### config.mk
export PLATFORM = sky130hd
export DESIGN_NAME = out_display_flat
export DESIGN_NICKNAME = d
export VERILOG_FILES = /design/src/rtl/out_display_if.sv /design/src/rtl/out_display.sv /design/src/flat_wrapper.sv
export SDC_FILE = /design/constraint.sdc
export NUM_CORES = 1
export LEC_CHECK = 0
export CORE_MARGIN = 2
export CORE_UTILIZATION = 50
export CTS_BUF_LIST = sky130_fd_sc_hd__clkbuf_16
export DETAILED_ROUTE_END_ITERATION = 8
export GPL_ROUTABILITY_DRIVEN = 0
export HOLD_SLACK_MARGIN = 0.02
export PLACE_DENSITY = 0.73
export REMOVE_ABC_BUFFERS = 1
export SYNTH_ARGS = -nofsm -noshare
export SYNTH_HDL_FRONTEND = slang
export SYNTH_SLANG_ARGS = --single-unit
export TNS_END_PERCENT = 1
### constraint.sdc
create_clock -name clk -period 2.85 [get_ports clk]
set_clock_uncertainty 0.2 [all_clocks]
set_input_delay 0.7125 -clock clk [delete_from_list [all_inputs] [get_ports clk]]
set_output_delay 0.7125 -clock clk [all_outputs]
set_load 0.005 [all_outputs]
### src/rtl/out_display_if.sv
// out_display_if
//   Bus bundle between the CPU side (master) and the decimal output
//   register (slave).
//
//   Load handshake: i_load_enable is a strobe that the slave qualifies
//   with its clk_en input.  There is no ready line.  A qualified strobe is
//   always accepted on that clk edge, even in the middle of a conversion.
//   In that case the conversion restarts with the new value.  Every other
//   signal is a plain registered status or display output.
//
//   Signals
//     i_load_enable  master->slave  load request (OUT control line)
//     i_load_data    master->slave  bus value to latch
//     o_data         slave->master  latched binary value
//     o_busy         slave->master  conversion in progress
//     o_bcd          slave->master  packed BCD of the last finished conversion
//     o_seg          slave->master  segments {g,f,e,d,c,b,a} of the scanned digit
//     o_an           slave->master  one-hot digit select
//     o_dbg_state    slave->master  converter FSM state (0 idle, 1 shift)
interface out_display_if #(
    parameter int WIDTH  = 8,
    parameter int DIGITS = 3
);
    logic                  i_load_enable;
    logic [WIDTH-1:0]      i_load_data;
    logic [WIDTH-1:0]      o_data;
    logic                  o_busy;
    logic [4*DIGITS-1:0]   o_bcd;
    logic [6:0]            o_seg;
    logic [DIGITS-1:0]     o_an;
    logic                  o_dbg_state;

    modport master (
        output i_load_enable, i_load_data,
        input  o_data, o_busy, o_bcd, o_seg, o_an, o_dbg_state
    );

    modport slave (
        input  i_load_enable, i_load_data,
        output o_data, o_busy, o_bcd, o_seg, o_an, o_dbg_state
    );
endinterface

### src/rtl/out_display.sv
// out_display
//   Output register with a decimal 7-segment front end.  An OUT
//   instruction (i_load_enable qualified by clk_en) latches the bus value.
//   A sequential double-dabble engine then converts the value to packed
//   BCD, one bit per clk.  The BCD digits are time-multiplexed onto a
//   common-bus 7-segment display.  Conversion and scanning run on every
//   clk, so the display stays live while the CPU is halted.
//
//   Ports
//     clk      system clock
//     i_rst_n  synchronous active-low reset
//     clk_en   CPU clock enable; it qualifies loads only
//     bus      out_display_if.slave.  It carries load strobe and data,
//              latched value, busy, BCD, segments, anodes and FSM state.
module out_display #(
    parameter int WIDTH          = 8,
    parameter int DIGITS         = 3,
    parameter int SCAN_DIV       = 1024,
    parameter bit SEG_ACTIVE_LOW = 1'b0,
    parameter bit BLANK_LZ       = 1'b1
) (
    input  logic          clk,
    input  logic          i_rst_n,
    input  logic          clk_en,
    out_display_if.slave  bus
);
    localparam int BW = 4 * DIGITS;                      // BCD field width
    localparam int SW = BW + WIDTH;                      // shift register width
    localparam int CW = $clog2(WIDTH + 1);
    localparam int PW = (SCAN_DIV > 2) ? $clog2(SCAN_DIV) : 1;
    localparam int IW = (DIGITS > 1) ? $clog2(DIGITS) : 1;
    // This is ceil(WIDTH * log10(2)) in fixed point.
    localparam int MIN_DIGITS = (WIDTH * 30103 + 99999) / 100000;

    localparam logic [6:0]        SEG_RST = SEG_ACTIVE_LOW ? ~7'h3F : 7'h3F;
    localparam logic [DIGITS-1:0] AN_ONE  = DIGITS'(1);
    localparam logic [DIGITS-1:0] AN_RST  = SEG_ACTIVE_LOW ? ~AN_ONE : AN_ONE;

    if (DIGITS < MIN_DIGITS) begin : g_bad_digits
        $error("out_display: DIGITS too small for WIDTH");
    end
    if (SCAN_DIV < 2) begin : g_bad_div
        $error("out_display: SCAN_DIV must be >= 2");
    end

    typedef enum logic [0:0] {ST_IDLE = 1'b0, ST_SHIFT = 1'b1} state_t;

    state_t            state_q, state_d;
    logic [SW-1:0]     sr_q, sr_d;
    logic [CW-1:0]     cnt_q, cnt_d;
    logic [WIDTH-1:0]  data_q, data_d;
    logic [BW-1:0]     bcd_q, bcd_d;
    logic [PW-1:0]     presc_q, presc_d;
    logic [IW-1:0]     idx_q, idx_d;
    logic [6:0]        seg_q, seg_d;
    logic [DIGITS-1:0] an_q, an_d;

    logic              load;
    logic              busy;
    logic              last_shift;
    logic [SW-1:0]     adj;
    logic [SW-1:0]     shifted;
    logic [3:0]        nib;
    logic              hi_zero;
    logic [6:0]        seg_raw;
    logic [DIGITS-1:0] an_raw;

    function automatic logic [6:0] seg7(input logic [3:0] n);
        case (n)
            4'd0:    seg7 = 7'h3F;
            4'd1:    seg7 = 7'h06;
            4'd2:    seg7 = 7'h5B;
            4'd3:    seg7 = 7'h4F;
            4'd4:    seg7 = 7'h66;
            4'd5:    seg7 = 7'h6D;
            4'd6:    seg7 = 7'h7D;
            4'd7:    seg7 = 7'h07;
            4'd8:    seg7 = 7'h7F;
            4'd9:    seg7 = 7'h6F;
            default: seg7 = 7'h00;
        endcase
    endfunction

    assign load       = clk_en & bus.i_load_enable;
    assign last_shift = (cnt_q == CW'(WIDTH - 1));

    // ---------------- converter FSM ----------------
    always_ff @(posedge clk) begin
        if (!i_rst_n) begin
            state_q <= ST_IDLE;
        end else begin
            state_q <= state_d;
        end
    end

    always_comb begin
        state_d = state_q;
        case (state_q)
            ST_IDLE:  if (load) state_d = ST_SHIFT;
            ST_SHIFT: begin
                if (load)            state_d = ST_SHIFT;   // restart
                else if (last_shift) state_d = ST_IDLE;
            end
            default:  state_d = ST_IDLE;
        endcase
    end

    always_comb begin
        busy = (state_q == ST_SHIFT);
    end

    // ---------------- double-dabble datapath ----------------
    always_comb begin
        adj = sr_q;
        // The +3 adjust is applied before the shift, so a digit >= 5
        // carries into the next digit when it doubles.
        for (int d = 0; d < DIGITS; d++) begin
            if (sr_q[WIDTH + 4*d +: 4] >= 4'd5) begin
                adj[WIDTH + 4*d +: 4] = sr_q[WIDTH + 4*d +: 4] + 4'd3;
            end
        end
        shifted = {adj[SW-2:0], 1'b0};

        data_d = data_q;
        sr_d   = sr_q;
        cnt_d  = cnt_q;
        bcd_d  = bcd_q;
        if (load) begin
            data_d = bus.i_load_data;
            sr_d   = {{BW{1'b0}}, bus.i_load_data};
            cnt_d  = '0;
        end else if (state_q == ST_SHIFT) begin
            sr_d  = shifted;
            cnt_d = cnt_q + CW'(1);
            // o_bcd only takes the finished field, so partial values are
            // never visible.
            if (last_shift) bcd_d = shifted[SW-1:WIDTH];
        end
    end

    // ---------------- digit scan ----------------
    always_comb begin
        presc_d = presc_q + PW'(1);
        idx_d   = idx_q;
        if (presc_q == PW'(SCAN_DIV - 1)) begin
            presc_d = '0;
            idx_d   = (idx_q == IW'(DIGITS - 1)) ? '0 : idx_q + IW'(1);
        end
    end

    always_comb begin
        nib     = '0;
        hi_zero = 1'b1;
        an_raw  = '0;
        for (int d = 0; d < DIGITS; d++) begin
            if (IW'(d) == idx_q) begin
                nib       = bcd_q[4*d +: 4];
                an_raw[d] = 1'b1;
            end
            // The digit is a leading zero when it and every digit above it are zero.
            if (d >= int'(idx_q) && bcd_q[4*d +: 4] != 4'd0) hi_zero = 1'b0;
        end
        seg_raw = seg7(nib);
        if (BLANK_LZ && idx_q != '0 && hi_zero) seg_raw = 7'h00;
        seg_d = SEG_ACTIVE_LOW ? ~seg_raw : seg_raw;
        an_d  = SEG_ACTIVE_LOW ? ~an_raw  : an_raw;
    end

    always_ff @(posedge clk) begin
        if (!i_rst_n) begin
            sr_q    <= '0;
            cnt_q   <= '0;
            data_q  <= '0;
            bcd_q   <= '0;
            presc_q <= '0;
            idx_q   <= '0;
            seg_q   <= SEG_RST;
            an_q    <= AN_RST;
        end else begin
            sr_q    <= sr_d;
            cnt_q   <= cnt_d;
            data_q  <= data_d;
            bcd_q   <= bcd_d;
            presc_q <= presc_d;
            idx_q   <= idx_d;
            seg_q   <= seg_d;
            an_q    <= an_d;
        end
    end

    assign bus.o_data      = data_q;
    assign bus.o_busy      = busy;
    assign bus.o_bcd       = bcd_q;
    assign bus.o_seg       = seg_q;
    assign bus.o_an        = an_q;
    assign bus.o_dbg_state = state_q;
endmodule

### src/flat_wrapper.sv
// flat-port wrapper written by rule: the top's interface ports become plain ports
module out_display_flat 
#(
    parameter int WIDTH          = 8,
    parameter int DIGITS         = 3,
    parameter int SCAN_DIV       = 1024,
    parameter bit SEG_ACTIVE_LOW = 1'b0,
    parameter bit BLANK_LZ       = 1'b1
)
  (clk, i_rst_n, clk_en, bus_i_load_enable, bus_i_load_data, bus_o_data, bus_o_busy, bus_o_bcd, bus_o_seg, bus_o_an, bus_o_dbg_state);
  out_display_if #(.WIDTH(WIDTH), .DIGITS(DIGITS)) bus_i ();
  input  logic clk;
  input  logic i_rst_n;
  input  logic clk_en;
  input wire logic [$bits(bus_i.i_load_enable)-1:0] bus_i_load_enable;
  input wire logic [$bits(bus_i.i_load_data)-1:0] bus_i_load_data;
  output wire logic [$bits(bus_i.o_data)-1:0] bus_o_data;
  output wire logic [$bits(bus_i.o_busy)-1:0] bus_o_busy;
  output wire logic [$bits(bus_i.o_bcd)-1:0] bus_o_bcd;
  output wire logic [$bits(bus_i.o_seg)-1:0] bus_o_seg;
  output wire logic [$bits(bus_i.o_an)-1:0] bus_o_an;
  output wire logic [$bits(bus_i.o_dbg_state)-1:0] bus_o_dbg_state;
  assign bus_i.i_load_enable = bus_i_load_enable;
  assign bus_i.i_load_data = bus_i_load_data;
  assign bus_o_data = bus_i.o_data;
  assign bus_o_busy = bus_i.o_busy;
  assign bus_o_bcd = bus_i.o_bcd;
  assign bus_o_seg = bus_i.o_seg;
  assign bus_o_an = bus_i.o_an;
  assign bus_o_dbg_state = bus_i.o_dbg_state;
  out_display #(.WIDTH(WIDTH), .DIGITS(DIGITS), .SCAN_DIV(SCAN_DIV), .SEG_ACTIVE_LOW(SEG_ACTIVE_LOW), .BLANK_LZ(BLANK_LZ)) u_core (.clk(clk), .i_rst_n(i_rst_n), .clk_en(clk_en), .bus(bus_i));
endmodule
==> results.cfg <==
[critical_path]
path_buf_inv = 1
required_ns = 1.94
endpoint = bus_o_bcd[11]
cp-start-kind = register
worst_path_max_delay_cell = clkdlybuf4s50_1
timing.rr.end = u_core.bus.o_seg[5]$_SDFF_PN1_
r2r_setup_slack_ns = 0.69
worst-setup-path-type = register to primary output
path_cells = clkdlybuf4s50_1
crit_start = u_core.bus.o_bcd[11]$_SDFFE_PN0P_
r2r_cells = 6
crit_fanout = 5
timing.rr.start = u_core.idx_q[0]$_SDFFE_PN0N_
crit_arrival_ns = 1.33
path_depth = 1
critPathCaptureType = primary output
cp_top_family = buffers and inverters
max_stage_delay_ns = 0.56

[synth]
synth_edf_count = 0
ys.warnings.count = 0
ys_async_sr_fraction = 0
synth_top_area_share = 0.4305
syn_area_um2 = 3115
yosysTopAreaCell = dfxtp_1
syn_inst = 334
synthFlopType = dfxtp_1
netlist-cell-type-count = 44
synth.avg_cell_area_um2 = 9.328
ys_ff_latch = 67
synth_area_leaders = dfxtp_1 (43%), mux2i_1 (7.4%), ha_1 (6.0%)
synth_seq_area_share = 0.4305

[floorplanning]
core_um2 = 5956
initial_core_util = 0.5231
row_count = 28
die_x_um = 82.94
die_y_um = 82.94
die_area_um2 = 6878
io-pin-count = 44

[finish]
fillers = 501
n_antenna_cell = 0
nets = 404
utilization = 0.6515
layout.cells.non_filler = 456
areaGrowthSynthToFinish_pct = 24.54
drive_above_1_share = 0.08924

[grt]
grt.busiest_layer = met2
grtUsageMet2 = 0.3021
grtUsageMet3 = 0.04970
grt_pass1_vias = 2271
met1_usage = 0.2226
antenna_found_initial = 0
grt_pass1_wl_mm = 10.32
grtUsageTotal = 0.1803
grt_max_degree = 43
grt_overflow = 0

[cts]
cts_max_level = 3
cts_tree = done
clkLatencyLatePin_ns = 0.32
clockRootBuffer = clkbuf_16
cts_hold_buf = 0
postCtsSetupBuffers = 0
cts_resized = 0
cts.clk_slew.worst_paths_ns = 0.05
clock_sinks = 67
clockBufferDepth = 2
numCtsBuffers = 9

[outcome]
outcome = completed

[min_path]
min_path_type = register to register

[detailed_routing]
routedWlPerCell_um = 12.69
drt_pre_antenna_iters = 4
drc = 0
drtIter0Drc = 140
via_per_inst = 5.226
ant_nets = 0
num_vias = 2383
totalWireLength_mm = 5.787

[pwr]
p_sw_frac = 0.2096
p_comb_frac = 0.065
pwr_density_cell_nw_per_um2 = 550.3
irDropWorstVdd_uv = 472.6
pwr-share-seq = 0.458
switchingPower_w = 0.0004476
internal_power_w = 0.001688
p_leak_nw = 1.521
total_power_w = 0.002135
clockPowerShare = 0.477

[timing]
setup_tns_ns = 0
finalMaxSlewViolations = 0
worst_pin_slew_ns = 0.5464
rsz0062_at_grt = false
setup_viol = 0
fin_crit_ns = 2.238
max_slew_margin = 0.6349
min_period_over_period = 0.7853
setup_ws_ns = 0.6120
max_freq_ghz = 0.4468
hold_viol = 0

[placed_design]
placed_cells = 441
hpwlAfterDp_mm = 4.041
dp_slack_ns = 0.2837
portBuffers = 43

[run]
maxCapViolCount = 0
-- synth_stat cells (3+ instances only) --
cell type,n
nand2_1,46
o21ai_0,7
a21boi_0,16
buf_2,5
inv_1,8
a21oi_1,14
a31oi_1,3
mux2_2,7
mux2i_1,23
dfxtp_1,67
xor2_1,6
nand2b_1,4
o211a_1,5
and2_1,5
nor3_1,3
xnor2_1,8
buf_4,3
clkbuf_1,7
nand4_1,4
nor2_1,35
nor2b_1,8
ha_1,15
nand3_1,5
-- worst min path at each step --
stage,from,to,slack (ns),cells past startpoint
after floorplan,u_core.sr_q[0]$_SDFFE_PN0P_,u_core.sr_q[0]$_SDFFE_PN0P_,0.24,2
after global placement,u_core.sr_q[0]$_SDFFE_PN0P_,u_core.sr_q[0]$_SDFFE_PN0P_,0.25,2
after detailed placement,u_core.sr_q[0]$_SDFFE_PN0P_,u_core.sr_q[0]$_SDFFE_PN0P_,0.25,2
after CTS,u_core.sr_q[0]$_SDFFE_PN0P_,u_core.sr_q[0]$_SDFFE_PN0P_,0.26,2
after global routing,u_core.bus.o_data[2]$_SDFFE_PN0P_,u_core.bus.o_data[2]$_SDFFE_PN0P_,0.29,2
final,u_core.sr_q[0]$_SDFFE_PN0P_,u_core.sr_q[0]$_SDFFE_PN0P_,0.26,2
-- cell families (layout without fill, tap and decap cells) --
family                   after synthesis  in the layout  share of synthesized area
AO/OA/AOI/OAI                         60             60                     0.1430
XOR/XNOR                              14             14                    0.03936
adder cells (fa/ha/maj)               15             15                    0.06024
buffers and inverters                 25             72                    0.03896
flip-flops                            67             67                     0.4305
multiplexers                          30             30                    0.09920
AND/OR/NAND/NOR                      123            123                     0.1888
-- routing by layer --
metal  part of all wire  vias to the layer above
met5                  0                        -
met4              0.013                        0
met3              0.032                        8
met2               0.48                       28
met1               0.48                     1115
li1                   -                     1232
-- area by class of cell --
class	instances	area, µm²	share of cell area
Multi-Input combinational cell	242	1653	0.4260
Sequential cell	67	1341	0.3457
Timing Repair Buffer	48	480.5	0.1238
Clock buffer	9	225.2	0.05805
Tap cell	75	93.84	0.02419
Clock inverter	6	50.05	0.01290
Inverter	9	36.28	0.009352
-- power groups by stage --
stage	Sequential, W	Clock [W]	Combinational, W
2_1_floorplan	0.00100	0	0.0000729
3_5_place_dp	0.000996	0	0.000139
5_1_grt	0.000981	0.00108	0.000155
3_3_place_gp	0.000996	0	0.000138
4_1_cts	0.000977	0.00104	0.000140
6_report	0.000978	0.00102	0.000139
-- registers in the layout, summed over array words and instances (netlist names) --
signal             cells
u_core.bus.o_bcd      12
u_core.idx_q           2
u_core.presc_q        10
u_core.cnt_q           4
u_core.bus.o_an        3
u_core.sr_q           20
u_core.bus.o_seg       7
u_core.bus.o_data      8
u_core.bus.o_busy      1
-- layout by cell type, fill, tap and decap left out, types with 2 or more instances in the layout --
cell type / synthesis / final
nand3_1: 5 / 5
clkdlybuf4s50_1: 0 / 43
o2bb2ai_1: 2 / 2
and3_1: 2 / 2
nor3_1: 3 / 3
o21ai_1: 2 / 2
nor2_1: 35 / 35
o2bb2ai_2: 2 / 2
a211oi_1: 2 / 2
o211a_1: 5 / 5
inv_1: 8 / 10
nand2_1: 46 / 46
nor3b_1: 2 / 2
nand2b_1: 4 / 4
o21ai_0: 7 / 7
xnor2_1: 8 / 8
a21boi_0: 16 / 16
mux2i_1: 23 / 23
clkbuf_16: 0 / 9
xor2_1: 6 / 6
a21oi_1: 14 / 14
clkinv_1: 0 / 2
mux2_2: 7 / 7
and4_1: 2 / 2
dfxtp_1: 67 / 67
ha_1: 15 / 15
a31oi_1: 3 / 3
nand4_1: 4 / 4
and2_1: 5 / 5
nor4_1: 2 / 2
a2bb2oi_2: 2 / 2
nor2b_1: 8 / 8
buf_4: 3 / 4
-- per-stage QoR --
stage	area (µm²)	hold slack (ns)
3_5_place_dp	3605	0.2540
3_3_place_gp	3605	0.2528
5_1_grt	3880	0.2877
2_1_floorplan	3030	0.2399
6_report	3880	0.2601
4_1_cts	3880	0.2612
No activity file was read; power rests on OpenSTA's default activity.
